==> src/rtl/param_buffer.sv <==
// Parameterised circular-buffer FIFO with registered or first-word-fall-through read,
// programmable almost-full/almost-empty thresholds and sticky overflow/underflow flags.
module param_buffer #(
    parameter int ADDR_LEN  = 2,
    parameter int BIT_WIDTH = 16,
    parameter int FWFT      = 0,
    parameter int AF_LEVEL  = (2 ** ADDR_LEN) - 1,
    parameter int AE_LEVEL  = 1
) (
    input  logic                 clk,
    input  logic                 rst,
    input  logic                 load,
    input  logic                 consume,
    input  logic                 flush,
    input  logic                 clear_err,
    input  logic [BIT_WIDTH-1:0] data_in,
    output logic [BIT_WIDTH-1:0] data_out,
    output logic                 empty,
    output logic                 full,
    output logic                 almost_empty,
    output logic                 almost_full,
    output logic [ADDR_LEN:0]    count,
    output logic                 overflow,
    output logic                 underflow
);

    localparam int DEPTH = 2 ** ADDR_LEN;
    localparam logic [ADDR_LEN:0] DEPTH_W = (ADDR_LEN + 1)'(DEPTH);
    localparam logic [ADDR_LEN:0] AF_W    = (ADDR_LEN + 1)'(AF_LEVEL);
    localparam logic [ADDR_LEN:0] AE_W    = (ADDR_LEN + 1)'(AE_LEVEL);
    localparam logic [ADDR_LEN:0] CNT_ONE = (ADDR_LEN + 1)'(1);
    localparam logic [ADDR_LEN-1:0] PTR_ONE = ADDR_LEN'(1);

    logic [BIT_WIDTH-1:0] mem [DEPTH];

    logic [ADDR_LEN-1:0]  wr_ptr_q, wr_ptr_d;
    logic [ADDR_LEN-1:0]  rd_ptr_q, rd_ptr_d;
    logic [ADDR_LEN:0]    count_q, count_d;
    logic [BIT_WIDTH-1:0] dout_q, dout_d;
    logic                 ovf_q, ovf_d;
    logic                 unf_q, unf_d;
    logic                 is_empty, is_full;
    logic                 wr_en, rd_en;

    assign is_empty = (count_q == '0);
    assign is_full  = (count_q == DEPTH_W);

    // A write into a full buffer is legal only when the head leaves on the same edge.
    assign wr_en = load && (!is_full || consume) && !flush;
    assign rd_en = consume && !is_empty && !flush;

    // NOTE: every next-state value is defaulted first so no latches are inferred.
    always_comb begin
        wr_ptr_d = wr_ptr_q;
        rd_ptr_d = rd_ptr_q;
        count_d  = count_q;
        dout_d   = dout_q;

        if (flush) begin
            wr_ptr_d = '0;
            rd_ptr_d = '0;
            count_d  = '0;
            dout_d   = '0;
        end else begin
            if (wr_en) wr_ptr_d = wr_ptr_q + PTR_ONE;
            if (rd_en) begin
                rd_ptr_d = rd_ptr_q + PTR_ONE;
                dout_d   = mem[rd_ptr_q];
            end
            if (wr_en && !rd_en)      count_d = count_q + CNT_ONE;
            else if (rd_en && !wr_en) count_d = count_q - CNT_ONE;
        end

        // A fresh error in the clear cycle wins over the clear.
        ovf_d = (ovf_q && !clear_err) || (load && !consume && is_full && !flush);
        unf_d = (unf_q && !clear_err) || (consume && !load && is_empty && !flush);
    end

    // NOTE: sequential state uses non-blocking assignments only.
    always_ff @(posedge clk or negedge rst) begin
        if (!rst) begin
            wr_ptr_q <= '0;
            rd_ptr_q <= '0;
            count_q  <= '0;
            dout_q   <= '0;
            ovf_q    <= 1'b0;
            unf_q    <= 1'b0;
        end else begin
            wr_ptr_q <= wr_ptr_d;
            rd_ptr_q <= rd_ptr_d;
            count_q  <= count_d;
            dout_q   <= dout_d;
            ovf_q    <= ovf_d;
            unf_q    <= unf_d;
        end
    end

    // NOTE: the storage array has no reset; pointers and count define what is valid.
    always_ff @(posedge clk) begin
        if (wr_en) mem[wr_ptr_q] <= data_in;
    end

    generate
        if (FWFT != 0) begin : g_fwft
            assign data_out = is_empty ? '0 : mem[rd_ptr_q];
        end else begin : g_registered
            assign data_out = dout_q;
        end
    endgenerate

    assign empty        = is_empty;
    assign full         = is_full;
    assign almost_empty = (count_q <= AE_W);
    assign almost_full  = (count_q >= AF_W);
    assign count        = count_q;
    assign overflow     = ovf_q;
    assign underflow    = unf_q;

endmodule
==> config.mk <==
export PLATFORM = sky130hd
export DESIGN_NAME = param_buffer
export DESIGN_NICKNAME = d
export VERILOG_FILES = /design/src/rtl/param_buffer.sv
export SDC_FILE = /design/constraint.sdc
export NUM_CORES = 1
export LEC_CHECK = 0
export CAP_MARGIN = 20
export CORE_UTILIZATION = 58
export CTS_CLUSTER_SIZE = 12
export DETAILED_ROUTE_END_ITERATION = 10
export PLACE_DENSITY = 0.81
export SLEW_MARGIN = 40
export SYNTH_ARGS = -nofsm -noshare
export SYNTH_HDL_FRONTEND = slang
export SYNTH_SLANG_ARGS = --single-unit
==> constraint.sdc <==
create_clock -name clk -period 5.45 [get_ports clk]
set_input_delay 1.09 -clock clk [delete_from_list [all_inputs] [get_ports clk]]
set_output_delay 1.09 -clock clk [all_outputs]
set_load 0.005 [all_outputs]
==> results.ini, run 1 <==
[outcome]
status = finished clean

[die]
core-area_sq_mm = 0.005921
ios = 47
dieHeight_microns = 80.43
die_area_sq_mm = 0.006468
start_util_pct = 60.25
placementRows = 28
die_w_microns = 80.43

[sta]
drv_slew = 0
fin_crit_sh_pct = 56.84
rsz0062_at_grt = false
finalHoldViolCount = 0
tightest_slew_ns = 0.8265
setup_tns_ns = 0
period_minus_slack_ns = 3.098
max_freq_mhz = 322.8
relSlewSlack_pct = 44.90
setup_violations = 0
clock_skew_ns = 0.01441

[power]
switching_share_pct = 26.44
switchingPower_w = 0.0004237
p_per_area_mw_per_mm2 = 374.7
pwr-share-clk_pct = 24.6
peakVddDrop_mv = 0.2377
sequentialPowerShare_pct = 53.2
p_comb_share_pct = 22.2
intPower_w = 0.001179
leakage_nw = 1.544

[logic_synthesis]
synth_top_area_cell = edfxtp_1
async_flop_share_pct = 28.09
syn_inst = 195
avgSynthCellArea_sq_um = 18.29
yosys_warnings = 0
synth_nets = 226
ys_ff_latch = 89
synth_edf_count = 64
ys.flop_type = edfxtp_1
synth_most_common_cell = edfxtp_1
synth_cell_types = 31
synth_top_area_share_pct = 53.88
synth_common_cells = 64 x edfxtp_1, 25 x dfrtp_1, 16 x a22o_1, 16 x mux4_2, 10 x inv_1
synth_area_sq_mm = 0.003567
ys_top_cells_by_area = edfxtp_1 54%, dfrtp_1 18%, mux4_2 10%, a22o_1 3.9%, ha_1 3.2%
ys_seq_area_share_pct = 71.41

[critical_path]
rr_endpoint = mem[1][2]
cp.arrival_ns = 2.01
path_cells = inv_1 -> ha_1 -> nand2b_4 -> inv_4 -> clkdlybuf4s50_1
slowest_stage = clkdlybuf4s50_1
max_stage_delay_ns = 0.50
r2r_start = count[0]
critical_path_class = reg -> out
rr_worst_depth = 4
critPathLaunchType = flip-flop
crit_required_ns = 4.36
crit_fanout = 6
endpoint_kind = primary output
r2r_setup_slack_ns = 3.12

[cts]
post-cts-setup-buffers = 0
cts_buffers = 9
path_clk_slew_ns = 0.09
ctsHoldBuffers = 0
cts_tree = built
cts_resized = 0
cts_sinks = 89
root_buffer = clkbuf_8
insertion_delay_ns = 0.35
htreeDepth = 3
clk_path_buf_depth = 2

[routing]
routedWlPerCell_microns = 18.59
dr.pass1.iters = 4
first_iter_violations = 183
vias = 1865
vias_per_cell = 5.703
drc_errors = 0
routed_wl_microns = 6080
ant_nets = 0

[grt]
antenna_found_initial = 0
grt_max_degree = 26
grt_pass1_wl_microns = 9404
grt_pass1_vias = 1806
gr-total-overflow = 0
grt_use_total_pct = 21.13

[final_layout]
diodes = 0
fin_cells = 327
synthToLayoutAreaGrowth_pct = 19.89
drive_above_1_share_pct = 15.08
final_nets = 278

[worst_hold_path]
hp-class = reg -> reg
holdPathEnd = data_out[5]
holdPathStages = 1
hp-start = data_out[5]

[placed_design]
dp_cells = 309
gp_congestion = 0.8606
port_buffers = 46
place_hpwl_microns = 3845

[run]
cap_violations = 0

[critical path: cells and delay by family (launching register included)]
kind / cells / cell delay (ns)
adder cells (fa/ha/maj): 1 / 0.33
flip-flops: 1 / 0.43
buffers and inverters: 3 / 0.78
AND/OR/NAND/NOR: 1 / 0.12
[worst max path at each step]
stage,from,slack [ns],endpoint
global placement,flush,2.13,mem[0][0]
detailed placement,flush,2.03,mem[0][10]
global route,count[1],2.20,full
CTS,count[0],2.35,full
finish,count[0],2.35,empty
floorplan,flush,2.94,mem[0][0]
[layout by cell type, fill, tap and decap left out, types with 2 or more instances in the layout]
cell,count
a22o_1,16
a21oi_1,4
clkdlybuf4s50_1,46
buf_6,2
dfrtp_1,24
o32ai_1,3
xor2_1,2
clkbuf_1,3
edfxtp_1,64
and2_1,3
o21ai_0,3
mux4_2,16
o31ai_1,2
inv_1,10
clkinvlp_4,2
clkbuf_8,10
nor2_1,9
ha_1,9
nor2b_1,3
xnor2_1,2
nand2_1,2
[registers in the layout, indices dropped and copies added (netlist names)]
name       cells
overflow       1
rd_ptr_q       2
mem           64
data_out      16
underflow      1
wr_ptr_q       2
count          3
[power groups by stage]
stage	clock network [W]	registers (W)	logic, W
2_1_floorplan	0	0.000830	0.000240
3_3_place_gp	0	0.000867	0.000349
3_5_place_dp	0	0.000869	0.000354
4_1_cts	0.000400	0.000855	0.000354
5_1_grt	0.000423	0.000865	0.000389
6_report	0.000393	0.000853	0.000356
[through the flow]
stage	setup slack [ns]	hold WS, ns	total power [W]	utilization (%)	instance area (sq um)
CTS	2.352	0.5101	0.001609	71.70	4245
detailed placement	2.035	0.4914	0.001223	68.87	4078
global route	2.205	0.5188	0.001678	72.23	4277
finish	2.352	0.5063	0.001603	72.23	4277
global placement	2.134	0.4849	0.001216	68.85	4076
floorplan	2.944	0.4894	0.001070	-	3567
[cell families after synthesis]
family                     count (synthesis)  share of synthesized area [%]
AOI/OAI and AO/OA                         31                          6.734
xor gates and xnor gates                   4                         0.9823
adders and majority gates                  9                          3.157
buffers and inverters                     19                          2.701
DFF                                       89                          71.41
muxes                                     18                          10.70
and+or+nand+nor                           25                          4.314
[final cells by class]
class / instances / area [sq um]
multi-input cells: 87 / 932.1
clock inverters: 3 / 18.77
clock buffers: 13 / 148.9
inverters: 11 / 43.79
flip-flops and latches: 89 / 2549
fillers: 391 / 1644
well taps: 75 / 93.84
repair buffers: 49 / 490.5
[layer usage]
layer / GRT usage [%] / share of wire [%] / vias up / wire [microns]
met1: 29.15 / 45 / 941 / 2747
met2: 32.37 / 48 / 57 / 2943
met3: 4.773 / 5.0 / 9 / 302
met4: 9.643 / 1.4 / 0 / 87
li1: - / - / 858 / -
met5: 0 / 0 / - / 0
No activity file was read; power rests on OpenSTA's default activity.
==> inputs of run 2 (changes only) <==
--- a/config.mk
+++ b/config.mk
@@ -6,10 +6,10 @@
 export NUM_CORES = 1
 export LEC_CHECK = 0
 export CAP_MARGIN = 20
-export CORE_UTILIZATION = 58
+export CORE_UTILIZATION = 54
 export CTS_CLUSTER_SIZE = 12
 export DETAILED_ROUTE_END_ITERATION = 10
-export PLACE_DENSITY = 0.81
+export PLACE_DENSITY = 0.76
 export SLEW_MARGIN = 40
 export SYNTH_ARGS = -nofsm -noshare
 export SYNTH_HDL_FRONTEND = slang
==> constraint.sdc (replaced) <==
create_clock -name clk -period 3 [get_ports clk]
set_input_delay 0.6 -clock clk [delete_from_list [all_inputs] [get_ports clk]]
set_output_delay 0.6 -clock clk [all_outputs]
set_load 0.005 [all_outputs]
==> run 2 against run 1 <==
Compared with the run above:
- clock power up 110%
- count of clock-buffer cells in the layout down 3
- setup slack worse by 2.0 ns
- first-iteration DRC count shrank 11%
- sequential power grew 76%
- cell count grew 2.8%
- die area is 7.2% higher
- sequential cell count stayed put
- register-to-register slack worse by 2.2 ns
- wire length up 1.2%
- global-route usage is 1.6 points lower
==> results.ini, run 2 (synthesis gave the netlist of run 1 again) <==
[placed_design]
place_hpwl_microns = 4042  ; was 3845 microns
post-place-ws_ns = 0.3951  ; was 2.035 ns
gp_congestion = 0.8736  ; was 0.8606
port_buffers = 46  ; unchanged

[sta]
rsz0062_at_grt = false  ; unchanged
setup_violations = 0  ; unchanged
fin_crit_sh_pct = 86.77
finalHoldViolCount = 0  ; unchanged
clock_skew_ns = 0.01073  ; was 0.01441 ns
relSlewSlack_pct = 48.28  ; was 44.90%
period_minus_slack_ns = 2.603
drv_slew = 0  ; unchanged
tightest_slew_ns = 0.7759  ; was 0.8265 ns
layout_setup_ws_ns = 0.3970  ; was 2.352 ns
setup_tns_ns = 0  ; unchanged
max_freq_mhz = 384.2

[routing]
routed_wl_microns = 6151  ; was 6080 microns
vias = 1911  ; was 1865
drc_errors = 0  ; unchanged
vias_per_cell = 5.688  ; was 5.703
dr.pass1.iters = 4  ; unchanged
ant_nets = 0  ; unchanged
routedWlPerCell_microns = 18.31  ; was 18.59 microns
first_iter_violations = 163  ; was 183

[cts]
clk_path_buf_depth = 2  ; unchanged
root_buffer = clkbuf_8  ; unchanged
path_clk_slew_ns = 0.09  ; about the same
cts_resized = 0  ; unchanged
cts_buffers = 9  ; unchanged
cts_tree = built  ; unchanged
ctsHoldBuffers = 0  ; unchanged
post-cts-setup-buffers = 0  ; unchanged
insertion_delay_ns = 0.35  ; about the same
htreeDepth = 3  ; unchanged
cts_sinks = 89  ; unchanged

[die]
placementRows = 29  ; was 28
die_w_microns = 83.28  ; was 80.43 microns
die_area_sq_mm = 0.006935  ; was 0.006468 sq mm
dieHeight_microns = 83.28  ; was 80.43 microns
core-area_sq_mm = 0.006350  ; was 0.005921 sq mm
start_util_pct = 56.18  ; was 60.25%
ios = 47  ; unchanged

[final_layout]
drive_above_1_share_pct = 18.15  ; was 15.08%
top_register = mem  ; unchanged
final_common_cell = edfxtp_1  ; unchanged
synthToLayoutAreaGrowth_pct = 22.24  ; was 19.89%
diodes = 0  ; unchanged
multi_input_area_sq_um = 923.4  ; was 932.1 sq um
final_cell_mix = 64 x edfxtp_1, 46 x clkdlybuf4s50_1, 25 x dfrtp_1  ; was 64 x edfxtp_1, 46 x clkdlybuf4s50_1, 24 x dfrtp_1
final_nets = 285  ; was 278
largest_reg_flops = 64  ; unchanged
ff_latch_area_sq_mm = 0.002547  ; was 0.002549 sq mm
fillers = 437  ; was 391

[outcome]
status = finished clean  ; unchanged

[critical_path]
rr_worst_depth = 5  ; was 4
crit_path_start = count[0]  ; unchanged
critical_path_class = reg -> out  ; unchanged
crit_required_ns = 2.40  ; was 4.36 ns
crit_fanout = 6  ; unchanged
r2r_setup_slack_ns = 0.88  ; was 3.12 ns
rr_endpoint = mem[1][5]  ; was mem[1][2]
r2r_start = count[1]  ; was count[0]
cp.arrival_ns = 2.00  ; was 2.01 ns
critPathLaunchType = flip-flop  ; unchanged
endpoint_kind = primary output  ; unchanged

[grt]
grt_pass1_vias = 1975  ; was 1806
grt_pass1_wl_microns = 10010  ; was 9404 microns
grt_use_total_pct = 19.52  ; was 21.13%
grt_max_degree = 26  ; unchanged
antenna_found_initial = 0  ; unchanged
gr-total-overflow = 0  ; unchanged

[power]
leakage_nw = 1.610  ; was 1.544 nW
p_per_area_mw_per_mm2 = 698.4  ; was 374.7 mW/mm^2
power.total_w = 0.003045  ; was 0.001603 W
peakVddDrop_mv = 0.3903  ; was 0.2377 mV

[worst_hold_path]
hp-class = reg -> reg  ; unchanged
holdPathStages = 1  ; unchanged
hp-start = data_out[6]  ; was data_out[5]
holdPathEnd = data_out[6]  ; was data_out[5]

[run]
cap_violations = 0  ; unchanged

## run 2: layout make-up
class | count | share of cell area, %
sequential | 89 | 58.42
multi-input combinational | 87 | 21.18
timing repair buffer | 56 | 12.57
clock buffer | 10 | 3.156
tap | 77 | 2.209
clock inverter | 6 | 1.463
inverter | 11 | 1.004
## run 2: critical path, cell delays in order, from the launching register on
cell and delay (ns):
dfrtp_1 0.42, inv_1 0.17, ha_1 0.33, nand2b_4 0.12, inv_4 0.10, clkdlybuf4s50_1 0.51
## run 2: worst max-delay path by stage
| stage | endpoint |
|---|---|
| after global placement | mem[1][9] |
| after floorplan | mem[0][0] |
| after global routing | full |
| after detailed placement | mem[1][7] |
| after CTS | empty |
| final | empty |
## run 2: layer usage
metal	share of wire [%]	wire length [microns]	up-vias	global-route usage, %
met5	0	0	-	0
met1	42	2598	969	25.51
li1	-	-	877	-
met3	4.9	299	9	5.368
met4	1.1	70	0	6.740
met2	52	3182	56	31.82
## run 2: power breakdown
group          leakage (nW)  switching, W  internal [W]
sequential            0.918     0.0000735       0.00143
clock                 0.107      0.000418      0.000411
combinational         0.585      0.000309      0.000406
total                  1.61      0.000800       0.00225
## run 2: metrics by stage
| stage | instances | util (%) | hold WS [ns] | instance area [sq um] |
|---|---|---|---|---|
| after CTS | 336 | 68.67 | 0.5141 | 4360 |
| after detailed placement | 320 | 65.50 | 0.4933 | 4159 |
| after global placement | 320 | 65.50 | 0.4907 | 4159 |
| final | 336 | 68.67 | 0.5117 | 4360 |
| after floorplan | 195 | - | 0.3044 | 3567 |
| after global routing | 336 | 68.67 | 0.5391 | 4360 |
